### config.mk
export PLATFORM = sky130hd
export DESIGN_NAME = pisca_multi
export DESIGN_NICKNAME = d
export VERILOG_FILES = /design/src/rtl/pisca_pkg.sv /design/src/rtl/pisca_channel.sv /design/src/rtl/pisca_multi.sv
export SDC_FILE = /design/constraint.sdc
export NUM_CORES = 1
export LEC_CHECK = 0
export BUFFER_PORTS_ARGS = -buffer_cell sky130_fd_sc_hd__buf_2
export CORE_MARGIN = 2
export CORE_UTILIZATION = 32
export DETAILED_ROUTE_END_ITERATION = 6
export HOLD_SLACK_MARGIN = 0.12
export PLACE_DENSITY_LB_ADDON = 0.08
export SETUP_SLACK_MARGIN = 0.15
export SKIP_LAST_GASP = 1
export SYNTH_ARGS = -nofsm -noshare
export SYNTH_HDL_FRONTEND = slang
export SYNTH_HIERARCHICAL = 1
export SYNTH_SLANG_ARGS = --single-unit
export TNS_END_PERCENT = 10
### constraint.sdc
create_clock -name clk -period 5.5 [get_ports clk]
set_input_delay 1.1 -clock clk [delete_from_list [all_inputs] [get_ports clk]]
set_output_delay 1.1 -clock clk [all_outputs]
set_load 0.01 [all_outputs]
### src/rtl/pisca_pkg.sv
// Shared types and state-selection helpers for the multi-channel blinker.
package pisca_pkg;

   typedef enum logic [1:0] {
      MODE_OFF   = 2'd0,
      MODE_ON    = 2'd1,
      MODE_BLINK = 2'd2,
      MODE_BURST = 2'd3
   } mode_t;

   typedef enum logic [1:0] {
      ST_IDLE = 2'd0,
      ST_HIGH = 2'd1,
      ST_LOW  = 2'd2
   } state_t;

   // State entered on a restart (config write or sync).
   function automatic state_t start_state(mode_t mode, logic on_nz, logic burst_nz);
      if (mode == MODE_BLINK || (mode == MODE_BURST && burst_nz)) begin
         return on_nz ? ST_HIGH : ST_LOW;
      end
      return ST_IDLE;
   endfunction

   // State entered when a full high/low cycle has completed.
   function automatic state_t cycle_state(logic burst_done, logic on_nz);
      if (burst_done) begin
         return ST_IDLE;
      end
      return on_nz ? ST_HIGH : ST_LOW;
   endfunction

endpackage

### src/rtl/pisca_channel.sv
// One blink channel: config registers, phase FSM, phase and burst counters.
module pisca_channel
   import pisca_pkg::*;
#(
   parameter int unsigned CNT_W   = 16,
   parameter int unsigned BURST_W = 8
) (
   input  logic               clk,
   input  logic               rst,
   input  logic               tick,
   input  logic               restart,
   input  logic               load,
   input  mode_t              cfg_mode,
   input  logic [CNT_W-1:0]   cfg_on,
   input  logic [CNT_W-1:0]   cfg_off,
   input  logic [BURST_W-1:0] cfg_burst,
   output logic               pisca,
   output logic               busy
);

   mode_t              mode_q, mode_d;
   state_t             state_q, state_d;
   logic [CNT_W-1:0]   on_q, on_d, off_q, off_d, cnt_q, cnt_d;
   logic [BURST_W-1:0] burst_q, burst_d, bcnt_q, bcnt_d;
   logic [CNT_W:0]     cnt_inc;
   logic [BURST_W:0]   bcnt_inc, bcnt_nxt;
   logic               is_burst, pisca_d, busy_d;

   assign is_burst = (mode_q == MODE_BURST);

   // Next-state: restart has priority over tick; lengths compared with >= so
   // counters never exceed the programmed length.
   always_comb begin
      mode_d   = mode_q;
      on_d     = on_q;
      off_d    = off_q;
      burst_d  = burst_q;
      state_d  = state_q;
      cnt_d    = cnt_q;
      bcnt_d   = bcnt_q;
      cnt_inc  = {1'b0, cnt_q} + (CNT_W+1)'(1);
      bcnt_inc = {1'b0, bcnt_q} + (BURST_W+1)'(1);
      bcnt_nxt = {1'b0, bcnt_q};
      if (restart) begin
         if (load) begin
            mode_d  = cfg_mode;
            on_d    = cfg_on;
            off_d   = cfg_off;
            burst_d = cfg_burst;
         end
         cnt_d   = '0;
         bcnt_d  = '0;
         state_d = start_state(mode_d, on_d != '0, burst_d != '0);
      end else if (tick) begin
         unique case (state_q)
            ST_HIGH: begin
               if (cnt_inc >= {1'b0, on_q}) begin
                  cnt_d    = '0;
                  bcnt_nxt = is_burst ? bcnt_inc : {1'b0, bcnt_q};
                  bcnt_d   = bcnt_nxt[BURST_W-1:0];
                  // Zero-length low phase: close the cycle right here.
                  if (off_q != '0) begin
                     state_d = ST_LOW;
                  end else begin
                     state_d = cycle_state(is_burst && bcnt_nxt >= {1'b0, burst_q},
                                           on_q != '0);
                  end
               end else begin
                  cnt_d = cnt_inc[CNT_W-1:0];
               end
            end
            ST_LOW: begin
               if (cnt_inc >= {1'b0, off_q}) begin
                  cnt_d    = '0;
                  // With on=0 each low phase counts as one burst blink.
                  bcnt_nxt = (is_burst && on_q == '0) ? bcnt_inc : {1'b0, bcnt_q};
                  bcnt_d   = bcnt_nxt[BURST_W-1:0];
                  state_d  = cycle_state(is_burst && bcnt_nxt >= {1'b0, burst_q},
                                         on_q != '0);
               end else begin
                  cnt_d = cnt_inc[CNT_W-1:0];
               end
            end
            default: ;
         endcase
      end
      pisca_d = (state_d == ST_HIGH) || (mode_d == MODE_ON);
      busy_d  = (mode_d == MODE_BURST) && (state_d != ST_IDLE);
   end

   // State and registered outputs, cleared asynchronously.
   always_ff @(posedge clk or negedge rst) begin
      if (!rst) begin
         mode_q  <= MODE_OFF;
         state_q <= ST_IDLE;
         on_q    <= '0;
         off_q   <= '0;
         burst_q <= '0;
         cnt_q   <= '0;
         bcnt_q  <= '0;
         pisca   <= 1'b0;
         busy    <= 1'b0;
      end else begin
         mode_q  <= mode_d;
         state_q <= state_d;
         on_q    <= on_d;
         off_q   <= off_d;
         burst_q <= burst_d;
         cnt_q   <= cnt_d;
         bcnt_q  <= bcnt_d;
         pisca   <= pisca_d;
         busy    <= busy_d;
      end
   end

endmodule

### src/rtl/pisca_multi.sv
// N_CH independent blinkers sharing one prescaler and a global sync.
module pisca_multi
   import pisca_pkg::*;
#(
   parameter int unsigned N_CH     = 4,
   parameter int unsigned CNT_W    = 16,
   parameter int unsigned BURST_W  = 8,
   parameter int unsigned PRESCALE = 1
) (
   input  logic                                  clk,
   input  logic                                  rst,
   input  logic                                  cfg_we,
   input  logic [((N_CH > 1) ? $clog2(N_CH) : 1)-1:0] cfg_ch,
   input  logic [1:0]                            cfg_mode,
   input  logic [CNT_W-1:0]                      cfg_on,
   input  logic [CNT_W-1:0]                      cfg_off,
   input  logic [BURST_W-1:0]                    cfg_burst,
   input  logic                                  sync,
   output logic [N_CH-1:0]                       pisca,
   output logic [N_CH-1:0]                       busy
);

   localparam int unsigned CH_W  = (N_CH > 1) ? $clog2(N_CH) : 1;
   localparam int unsigned PRE_W = (PRESCALE > 1) ? $clog2(PRESCALE) : 1;

   logic [PRE_W-1:0] pre_q;
   logic             tick;

   assign tick = (pre_q == PRE_W'(PRESCALE - 1));

   // Prescaler: wraps on tick, restarted by sync so phases align exactly.
   always_ff @(posedge clk or negedge rst) begin
      if (!rst) begin
         pre_q <= '0;
      end else if (sync || tick) begin
         pre_q <= '0;
      end else begin
         pre_q <= pre_q + PRE_W'(1);
      end
   end

   for (genvar i = 0; i < N_CH; i++) begin : g_ch
      logic we_ch;
      // Out-of-range channel numbers match no instance and are dropped.
      assign we_ch = cfg_we && (cfg_ch == CH_W'(i));

      pisca_channel #(
         .CNT_W   (CNT_W),
         .BURST_W (BURST_W)
      ) u_ch (
         .clk       (clk),
         .rst       (rst),
         .tick      (tick),
         .restart   (we_ch || sync),
         .load      (we_ch),
         .cfg_mode  (mode_t'(cfg_mode)),
         .cfg_on    (cfg_on),
         .cfg_off   (cfg_off),
         .cfg_burst (cfg_burst),
         .pisca     (pisca[i]),
         .busy      (busy[i])
      );
   end

endmodule

==> flow_results.org <==
** Route
- Vias per cell :: 5.40
- The first routing iteration left roughly 1100 violations.
- Post-detailed-routing wire length :: 59600 µm
- Number of vias in the routed layout :: 15300
- WL per Instance :: around 21 µm
- After detailed routing, the number of remaining DRC violations is 0.
- Pre-Repair DR Iteration Count :: 5
- Remaining antenna violation count after routing :: 0

** Die
- Row generation in the floorplan step produced 90 rows.
- Core Footprint :: 60200 µm²
- The die is 251 µm tall.
- The die is 251 µm wide.
- Area of the die :: 62800 µm²
- I/O pin total :: 56
- Once the floorplan was initialized, standard cells occupied 32.3% of the core.

** Clock network
- The number of clock buffers added by TritonCTS is 38.
- The cell sitting at the root of the clock tree is a clkbuf_16.
- Depth of the CTS H-tree :: 2
- Clock transition at path regs :: 60 ps
- Total number of clock tree sinks :: ~280
- Buffers inserted to repair hold after CTS numbered 0.
- Resize count post-CTS :: 0
- Clock buffer depth :: 3
- The clock reaches the later pin of the worst-skew pair after 550 ps.
- Post-CTS timing repair inserted 0 buffers for setup.
- CTS tree :: yes

** STA
- The final critical path takes up between 70% and 80% of the cycle.
- Adding up every negative setup slack in the final design gives 0 ps.
- Max_slew headroom :: 15.9%
- Setup repair after global routing left no endpoint under its margin.
- The number of hold-slack violations in the final timing report came to 0.
- Timing would allow up to 0.229 GHz.
- On the final layout, the worst clock skew is 8.92 ps.
- At the pin with the least slew margin, the transition time is 1260 ps.
- Setup violations remaining at the end of the flow were counted as 0.
- Count of final max-slew check failures :: 0
- The clock period could shrink to between 4000 and 5000 ps.

** Synth
- Sequential elements use 36.1% of the synthesized area.
- In this run, synthesis produced a sequential element count of ~280.
- Cell types with the largest area share after synthesis :: dfrtp_1, ha_1, mux2_2
- Post-synth EDFFs :: 0
- The most used flip-flop cell after synthesis is dfrtp_1.
- For this run, the number of Yosys warnings is 6.
- Mean post-synth cell area :: around 9.8 µm²
- Synthesis handed over a netlist of 1976 instances.
- Library cell occupying the most area in the post-synthesis netlist :: dfrtp_1
- Share of synthesized flip-flops with an asynchronous set or reset :: 100%
- When the netlist entered floorplanning its net count stood at 2232.
- Distinct cell type count after synthesis :: 87
- The cell area that synthesis handed to floorplanning was 19500 µm².
- In this run the biggest area consumer among cell types represents 36.1% of the synthesized area.

** Flow run
- Max-cap violations in this run came to 0.

** Worst setup path
- Count of buffering cells on the critical path with inverters included :: 0
- Arrival time of the worst setup path :: 4850 ps
- Setup slack on the worst reg-to-reg path comes out at 1130 ps.
- Max stage delay on crit path :: 520 ps
- The slowest stage of the critical path belongs to the cell or4_1.
- The signal on the critical path passes through ha_1, nand4_1, nor3_1, nand3_1, xnor2_1, ha_1, nand3_1, or4_1, or4_1, nand3_2, o211ai_4, a211o_4, or3_1, a21oi_1.
- The worst register-to-register path begins at g_ch[3].u_ch/cnt_q[0]$_DFFE_PN0P_.
- The critical path crosses 14 cells after its start point.
- STA classifies the critical path startpoint as a flop.
- Of all nets on the critical path, the largest fanout is 9.
- Critical register-to-register path endpoint :: g_ch[3].u_ch/bcnt_q[6]$_DFFE_PN0P_
- Kind of capture point of the worst setup path :: flop
- For the worst setup path, the data required time is 5970 ps.
- The critical path is of the reg -> reg type.
- Number of cells on the worst reg-to-reg path :: 14
- First element of the critical path :: g_ch[3].u_ch/cnt_q[0]$_DFFE_PN0P_
- Crit-path leading delay family :: simple AND/OR/NAND/NOR gates
- Following the worst setup path forward leads to its endpoint at g_ch[3].u_ch/bcnt_q[6]$_DFFE_PN0P_.

** Global routing
- GRT Util Overall :: 19.1%
- The initial antenna violation count came to 10.
- Entering global routing, the biggest net connects 104 pins.
- Number of global-route vias before repair :: 15400
- Global-route wire length before repair :: 93000 µm
- Global routing finished with a remaining overflow of 0.

** Power
- Largest voltage drop on the vdd net :: 0.000222 V
- The analysis attributes to cell leakage a power of 10.2 nW.
- Pwr dens :: roughly 310 nW/µm²

** Status
- The flow ran to the end, and the final reports show no timing, DRC or antenna violations.

** Hold path
- In this run the most critical hold path is launched from g_ch[2].u_ch/cnt_q[14]$_DFFE_PN0P_.
- Hold Path Class :: reg -> reg

** Placed design
- HPWL Detailed :: around 44000 µm
- In this run the tool buffered the top-level ports with 55 buffer cells.
- At the end of routability-driven placement, the weighted congestion stood at 0.806.

** Final layout
- Cells fill between 30% and 40% of the core in the end.
- Most common library cell in the layout ignoring fill and taps :: dfrtp_1
- The top cell types in the final layout, fill and taps aside, are dfrtp_1, ha_1, inv_1.
- Share of layout cells above drive strength 1 :: 17.3%
- Nets :: 2280
- From synthesis to final layout, the design area changed by 12.4%.
cell type report:
| cell class | count | area, µm² |
|---|---|---|
| inverter | 196 | 736 |
| clock inverter | 17 | 274 |
| fill | 6062 | 38400 |
| multi-input combinational | 1438 | 11400 |
| sequential | 281 | 7030 |
| antenna | 2 | 5.00 |
| tap | 782 | 978 |
| clock buffer | 47 | 1040 |
| timing repair buffer | 69 | 419 |
power breakdown:
group	total, W	internal (W)	switching (W)	leakage, nW
sequential	0.00266	0.00238	0.000285	3.57
combinational	0.00139	0.000580	0.000806	5.96
clock	0.00267	0.00166	0.00101	0.643
total	0.00672	0.00462	0.00210	10.2
cells by family (layout without fill, tap and decap cells):
| logic type | Yosys count | count (layout) | share of synthesized area [%] |
|---|---|---|---|
| xor gates and xnor gates | 117 | 117 | 5.27 |
| DFF | 281 | 281 | 36.1 |
| buffers and inverters | 257 | 329 | 5.31 |
| muxes | 186 | 186 | 10.8 |
| adders and majority gates | 208 | 208 | 13.4 |
| and+or+nand+nor | 586 | 586 | 16.2 |
| other | 1 | 3 | 0.0193 |
| AOI/OAI and AO/OA | 340 | 340 | 12.9 |
how the worst min path moves through the flow:
stage                                              end  slack [ps]  depth (start not counted)
finish              g_ch[2].u_ch/cnt_q[14]$_DFFE_PN0P_         510                          1
global route        g_ch[2].u_ch/cnt_q[14]$_DFFE_PN0P_         540                          1
CTS                 g_ch[2].u_ch/cnt_q[14]$_DFFE_PN0P_         520                          1
detailed placement  g_ch[2].u_ch/cnt_q[14]$_DFFE_PN0P_         510                          1
global placement    g_ch[2].u_ch/cnt_q[14]$_DFFE_PN0P_         510                          1
floorplan           g_ch[0].u_ch/cnt_q[14]$_DFFE_PN0P_         470                          1
cell usage after synthesis, drive strengths merged (7+ instances only):
library cell,n
ha,208
or4,15
mux2,181
a21oi,72
inv,196
a31oi,8
clkbuf,27
o21a,18
a2111oi,7
o21ai,66
o31ai,20
nand3,68
o22ai,8
dfrtp,281
a211oi,23
a21o,17
a32o,42
xnor2,63
or2,18
nor2,101
nand4,67
nor4,68
and2,7
nor3,35
nand2,132
and3,14
buf,33
or3,11
o211ai,12
nor2b,21
xor2,54
metrics by stage:
step | setup WS (ps) | instance area [µm²] | power, W | cells | hold slack, ps
floorplan | 1650 | 19500 | 0.00357 | 1976 | 473
finish | 1130 | 21900 | 0.00672 | 2832 | 512
detailed placement | 1160 | 20600 | 0.00410 | 2765 | 508
global placement | 1290 | 20600 | 0.00406 | 2765 | 506
CTS | 1130 | 21900 | 0.00683 | 2829 | 517
global route | 750 | 21900 | 0.00712 | 2830 | 541
flip-flops by register name (all words and copies together), names as in the netlist:
name,cells
g_ch.u_ch/busy,4
g_ch.u_ch/mode_q,8
g_ch.u_ch/on_q,64
g_ch.u_ch/off_q,64
g_ch.u_ch/state_q,8
g_ch.u_ch/burst_q,32
g_ch.u_ch/cnt_q,64
g_ch.u_ch/pisca,4
pre_q,1
g_ch.u_ch/bcnt_q,32
layer usage:
| layer | part of all wire, % | wire, µm | global-route usage (%) |
|---|---|---|---|
| met1 | 49 | 29400 | 27.1 |
| met2 | 44 | 26300 | 30.3 |
| met3 | 4.6 | 2720 | 3.19 |
| met4 | 2.0 | 1190 | 4.82 |
| met5 | 0.045 | 27 | 0 |
No activity file was read; power rests on OpenSTA's default activity.
